### config.mk
export PLATFORM = sky130hd
export DESIGN_NAME = demux_tdm_driver
export DESIGN_NICKNAME = d
export VERILOG_FILES = /design/src/rtl/demux_tdm_driver.sv
export SDC_FILE = /design/constraint.sdc
export NUM_CORES = 1
export LEC_CHECK = 0
export CORE_AREA = 10 10 47 49
export CTS_CLUSTER_DIAMETER = 60
export DETAILED_ROUTE_END_ITERATION = 7
export DIE_AREA = 0 0 57 59
export DONT_BUFFER_PORTS = 1
export GPL_ROUTABILITY_DRIVEN = 0
export PLACE_DENSITY = 0.67
export SYNTH_ARGS = -nofsm -noshare
export SYNTH_HDL_FRONTEND = slang
export SYNTH_SLANG_ARGS = --single-unit
### constraint.sdc
create_clock -name clk -period 1.58 [get_ports clk]
set_input_delay 0.316 -clock clk [delete_from_list [all_inputs] [get_ports clk]]
set_output_delay 0.316 -clock clk [all_outputs]
set_load 0.005 [all_outputs]
### src/rtl/demux_tdm_driver.sv
// Time-division driver for a 1-to-4 demux: sends a 4-bit word one channel at a time.
// Optional macro DEMUX_TDM_BACK2BACK_EN accepts the next word during the final dwell cycle.
module demux_tdm_driver #(
    parameter int DWELL = 1
) (
    input  logic       clk,
    input  logic       rst_n,
    input  logic       in_valid,
    output logic       in_ready,
    input  logic [3:0] in_data,
    input  logic [3:0] in_mask,
    output logic       D,
    output logic [1:0] S,
    output logic       busy,
    output logic       done
);
    localparam int CW = $clog2(DWELL) + 1;
    localparam logic [CW-1:0] LAST = CW'(DWELL - 1);

    typedef enum logic {IDLE, SEND} state_t;

    state_t        state_q, state_d;
    logic [1:0]    s_q, s_d;
    logic          d_q, d_d;
    logic          busy_q, busy_d;
    logic          done_q, done_d;
    logic          in_ready_q, in_ready_d;
    logic [3:0]    data_q, data_d;
    logic [3:0]    mask_q, mask_d;
    logic [CW-1:0] cnt_q, cnt_d;
`ifdef DEMUX_TDM_BACK2BACK_EN
    logic          pend_q, pend_d;
`endif

    logic       hs;
    logic       start;
    logic       last_cyc;
    logic       has_nxt;
    logic [1:0] nxt_ch;
    logic [1:0] first_ch;

    function automatic logic any_from(input logic [3:0] m, input int from);
        any_from = 1'b0;
        for (int i = 0; i < 4; i++)
            if (i >= from && m[i]) any_from = 1'b1;
    endfunction

    // lowest enabled channel at or above 'from'
    function automatic logic [1:0] low_from(input logic [3:0] m, input int from);
        low_from = 2'd0;
        for (int i = 3; i >= 0; i--)
            if (i >= from && m[i]) low_from = 2'(i);
    endfunction

    always_comb begin
        hs       = in_valid && in_ready_q;
        first_ch = low_from(in_mask, 0);
        nxt_ch   = low_from(mask_q, int'(s_q) + 1);
        has_nxt  = any_from(mask_q, int'(s_q) + 1);
        last_cyc = (cnt_q == LAST);
        start    = 1'b0;
        state_d  = state_q;
        s_d      = s_q;
        d_d      = d_q;
        busy_d   = busy_q;
        done_d   = 1'b0;
        cnt_d    = cnt_q;
        data_d   = data_q;
        mask_d   = mask_q;
`ifdef DEMUX_TDM_BACK2BACK_EN
        pend_d   = 1'b0;
`endif
        unique case (state_q)
            IDLE: begin
                d_d    = 1'b0;
                busy_d = 1'b0;
`ifdef DEMUX_TDM_BACK2BACK_EN
                if (pend_q) done_d = 1'b1;
`endif
                if (hs) begin
                    if (in_mask != 4'd0) start = 1'b1;
                    else done_d = 1'b1;
                end
            end
            SEND: begin
                if (!last_cyc) begin
                    cnt_d = cnt_q + 1'b1;
                end else if (has_nxt) begin
                    s_d   = nxt_ch;
                    d_d   = data_q[nxt_ch];
                    cnt_d = '0;
                end else begin
                    done_d  = 1'b1;
                    state_d = IDLE;
                    busy_d  = 1'b0;
                    d_d     = 1'b0;
`ifdef DEMUX_TDM_BACK2BACK_EN
                    if (hs) begin
                        if (in_mask != 4'd0) start = 1'b1;
                        else pend_d = 1'b1;
                    end
`endif
                end
            end
            default: state_d = IDLE;
        endcase
        if (start) begin
            state_d = SEND;
            s_d     = first_ch;
            d_d     = in_data[first_ch];
            busy_d  = 1'b1;
            cnt_d   = '0;
            data_d  = in_data;
            mask_d  = in_mask;
        end
        // ready is registered, so it is derived from the state of the coming cycle
`ifdef DEMUX_TDM_BACK2BACK_EN
        in_ready_d = (state_d == IDLE) ||
                     (cnt_d == LAST && !any_from(mask_d, int'(s_d) + 1));
`else
        in_ready_d = (state_d == IDLE);
`endif
    end

    always_ff @(posedge clk or negedge rst_n) begin
        if (!rst_n) begin
            state_q    <= IDLE;
            s_q        <= 2'd0;
            d_q        <= 1'b0;
            busy_q     <= 1'b0;
            done_q     <= 1'b0;
            in_ready_q <= 1'b0;
            data_q     <= 4'd0;
            mask_q     <= 4'd0;
            cnt_q      <= '0;
`ifdef DEMUX_TDM_BACK2BACK_EN
            pend_q     <= 1'b0;
`endif
        end else begin
            state_q    <= state_d;
            s_q        <= s_d;
            d_q        <= d_d;
            busy_q     <= busy_d;
            done_q     <= done_d;
            in_ready_q <= in_ready_d;
            data_q     <= data_d;
            mask_q     <= mask_d;
            cnt_q      <= cnt_d;
`ifdef DEMUX_TDM_BACK2BACK_EN
            pend_q     <= pend_d;
`endif
        end
    end

    assign in_ready = in_ready_q;
    assign D        = d_q;
    assign S        = s_q;
    assign busy     = busy_q;
    assign done     = done_q;
endmodule
==> metrics list, run 1 <==
- Fraction of final layout cells with drive strength greater than 1: 19.2%
* Height of the die: 59 um
- Clock tree synthesis selected as its root buffer the cell sky130_fd_sc_hd__clkbuf_4.
- In this run switching power makes up 37.7% of total power.
- Between clock sinks in the finished design, the worst skew comes to 0.00142 ns.
- During placement, the flow inserted port buffers numbering 0.
* Mapped Cells: 67
* Internal portion of total power: 0.945 mW
* Unrepaired setup endpoints after global routing: no
- After synthesis the netlist holds a flip-flop and latch count of 13.
* Maximum buffer depth of the clock tree: 2
- Post-CTS timing repair inserted 0 buffers for setup.
* Clock-pin slew on the worst setup and hold paths: 0.07 ns
- The number of antenna diodes in the final layout is 0.
- The share of total power dissipated in sequential elements is 41.8%.
* Switching component of the power: 0.572 mW
- The clock reaches the later pin of the worst-skew pair after 0.28 ns.
- The detail route stage leaves a number of antenna-violating nets equal to 0.
- In the final routed layout, each cell accounts on average for 17.8 um.
- Die width: 57 um
* Synth Warn #: 0
- Effective utilization at floorplan: 49.5%
- CTS built an H-tree with a depth of 1.
- The detailed router placed 538 vias in this run.
- Part of the total power dissipated in the clock network: 13.5%
- In this run, distinct cell masters in the synthesized netlist total 30.
* Final core utilization: 53.7%
- Dividing total power by cell area gives a power density of 2020 mW/mm^2.
* Data required time at the worst endpoint: 1.75 ns
- Fill cells in the final layout number 139.
* Status: finished, final reports clean
- The highest layer touched by signal routing is met4.
- The final layout contains routed wiring with a total length of 1.58 mm.
- Die area: 0.00336 mm^2
- Antenna violations before repair: 0
* Core ar.: 0.00140 mm^2
- For this run, the register share of the synthesized area comes to 46.9%.
* Metal3 WL: 123 um
- The number of nets in the synthesized netlist is 78.
* Worst vdd ir: 1040 uV
* Global-route wire length before repair: 2.57 mm
- For this block, the initial DRC count from the detailed router was 16.
- Count of unresolved DRC violations after routing: 0
- Headroom to the max-slew limit came out at 60.6%.
- Setup TNS: 0 ns
* Slew @ Worst Pin: 0.589 ns
* Max Cap Viol: 0
- The worst hold path belongs to the class primary input to flip-flop.
- Layout overhead on the synthesized area: 8.48%
- Crit end category: flip-flop
- After global routing the overflow that remains totals 0.
* Highest attainable clock frequency: 724 MHz
* I/O pin total: 17
* Cell leakage power: 0.339 nW
- Arr. time, crit path: 1.55 ns
- In the global route stage, overall resource usage came out at 9.86%.
- Via count normalized by instance count: 6.04
- Clock sink count: 13
- In this run the cell area of the synthesized design comes to 693 um^2.
* Max-slew violation count: 0
* Overall power after layout: 1.52 mW
- Hold is met by 0.169 ns.
- Row count: 14
* Post-place instance area: 716 um^2
* Total CTS buffers: 3
- Number of setup violations in the final report: 0
- Count of endpoints failing hold in the final timing report: 0
- Entering global routing, the biggest net connects 14 pins.
- Post-synthesis area per instance: 10.3 um^2
- Vias in the first global route: 530
- By startpoint and endpoint, the worst setup path is classified as flip-flop to flip-flop.
* Metal1 wirelength: 684 um
- The first TritonRoute pass finished after 4 iterations.
- CTS tree: built
- Final design area excluding fillers: 752 um^2
* Kind of start point of the critical path: flip-flop
- Number of nets in the layout: 85
* Maximum fanout along the worst path: 7
- Routed met2 length: 729 um
* Relative contribution of combinational cells to total power: 44.7%
- Tcrit/Tclk final: 87.4%
- Counting I/O delays and the setup requirement, the final critical path takes 1.38 ns.
* Placed wire-length estimate: 1.23 mm
## routing by layer
layer | up-vias | track usage, %
li1 | 257 | -
met1 | 253 | 11.6
met2 | 23 | 14.6
met3 | 5 | 3.43
met4 | 0 | 7.05
met5 | - | 0
## synth_stat cells
cell	instances	area (um^2)
sky130_fd_sc_hd__or3b_2	1	8.76
sky130_fd_sc_hd__and2b_1	1	7.51
sky130_fd_sc_hd__nand2b_1	1	6.26
sky130_fd_sc_hd__o31ai_1	1	7.51
sky130_fd_sc_hd__o311ai_1	1	8.76
sky130_fd_sc_hd__a21o_1	1	7.51
sky130_fd_sc_hd__and3b_1	1	8.76
sky130_fd_sc_hd__o22ai_1	1	6.26
sky130_fd_sc_hd__nand3_1	2	10.0
sky130_fd_sc_hd__o21ai_1	3	15.0
sky130_fd_sc_hd__a31o_1	1	8.76
sky130_fd_sc_hd__o211ai_1	1	7.51
sky130_fd_sc_hd__buf_2	1	5.00
sky130_fd_sc_hd__nand4b_1	1	8.76
sky130_fd_sc_hd__o31a_1	1	8.76
sky130_fd_sc_hd__nand4_1	1	6.26
sky130_fd_sc_hd__mux2_4	4	60.1
sky130_fd_sc_hd__nor3_1	1	5.00
sky130_fd_sc_hd__nand2b_2	1	8.76
sky130_fd_sc_hd__nand2_1	8	30.0
sky130_fd_sc_hd__buf_6	2	22.5
sky130_fd_sc_hd__nor2_1	2	7.51
sky130_fd_sc_hd__nor2b_1	2	12.5
sky130_fd_sc_hd__inv_1	3	11.3
sky130_fd_sc_hd__dfrtp_1	13	325
sky130_fd_sc_hd__o2111ai_1	1	8.76
sky130_fd_sc_hd__nor4_2	1	12.5
sky130_fd_sc_hd__o21ai_0	3	15.0
sky130_fd_sc_hd__a21oi_1	5	25.0
sky130_fd_sc_hd__a211o_1	2	17.5
## cell families (layout without fill, tap and decap cells)
kind of cell,count (synthesis),count (layout),synth area share [%]
multiplexers,4,4,8.66
buffers and inverters,6,12,5.59
AND/OR/NAND/NOR,23,23,19.1
flip-flops,13,13,46.9
AO/OA/AOI/OAI,21,21,19.7
## power by group through the flow
stage	Sequential, mW	Clock, mW	Combinational [mW]
3_5_place_dp	0.641	0	0.668
4_1_cts	0.634	0.212	0.685
5_1_grt	0.659	0.222	0.759
3_3_place_gp	0.638	0	0.662
2_1_floorplan	0.603	0	0.532
6_report	0.634	0.204	0.679
## layout by cell type, fill, tap and decap left out, drive strengths merged, types with 2 or more instances in the layout
| cell type | Yosys | final |
|---|---|---|
| nand2b | 2 | 2 |
| nand2 | 8 | 8 |
| inv | 3 | 3 |
| mux2 | 4 | 4 |
| buf | 3 | 4 |
| dfrtp | 13 | 13 |
| clkbuf | 0 | 4 |
| nand3 | 2 | 2 |
| nor2 | 2 | 2 |
| a21oi | 5 | 5 |
| nor2b | 2 | 2 |
| a211o | 2 | 2 |
| o21ai | 6 | 6 |
## final cells by class
class	count	area [um^2]	share of cell area [%]
multi-input cells	48	329	43.8
clock buffers	4	26.3	3.49
inverters	3	11.3	1.50
flip-flops and latches	13	325	43.3
well taps	16	20.0	2.66
repair buffers	5	40.0	5.32
## final timing paths
kind / startpoint / depth (start not counted) / endpoint / slack (ns)
max in group asynchronous: rst_n / 1 / S[0] / 0.72
worst max register to register: state_q / 4 / busy / 0.20
worst max-delay path: state_q / 4 / busy / 0.20
worst min register to register: data_q[1] / 2 / data_q[1] / 0.52
worst min-delay path: in_mask[1] / 1 / S[1] / 0.17
min in group asynchronous: rst_n / 1 / data_q[3] / 0.47
## per-stage QoR
stage / setup slack, ns / instances
after floorplan: 0.236 / 67
after global placement: 0.228 / 84
after detailed placement: 0.202 / 84
after CTS: 0.218 / 89
after global routing: 0.146 / 89
final: 0.199 / 89
## what timing repair did
action,CTS,global route
setup endpoints to repair,0,0
hold endpoints to repair,13,0
resized for setup,0,0
hold buffers,1,0
## flip-flops by register name (all words and copies together), names as in the netlist
signal and flops:
data_q 3, in_ready 1, D 1, mask_q 3, S 2, done 1, state_q 1, busy 1
## worst max-delay path: stages, from the launching register on
cell and delay, ns:
sky130_fd_sc_hd__dfrtp_1 0.48, sky130_fd_sc_hd__and3b_1 0.25, sky130_fd_sc_hd__buf_4 0.16, sky130_fd_sc_hd__and2b_1 0.19, sky130_fd_sc_hd__a31o_1 0.19
No activity file was read; power rests on OpenSTA's default activity.
==> run 2: changes to the inputs <==
SLEW_MARGIN = 5   (was unset)
==> results of run 2 <==
Final layout, timing and power as in run 1 (identical DEF).
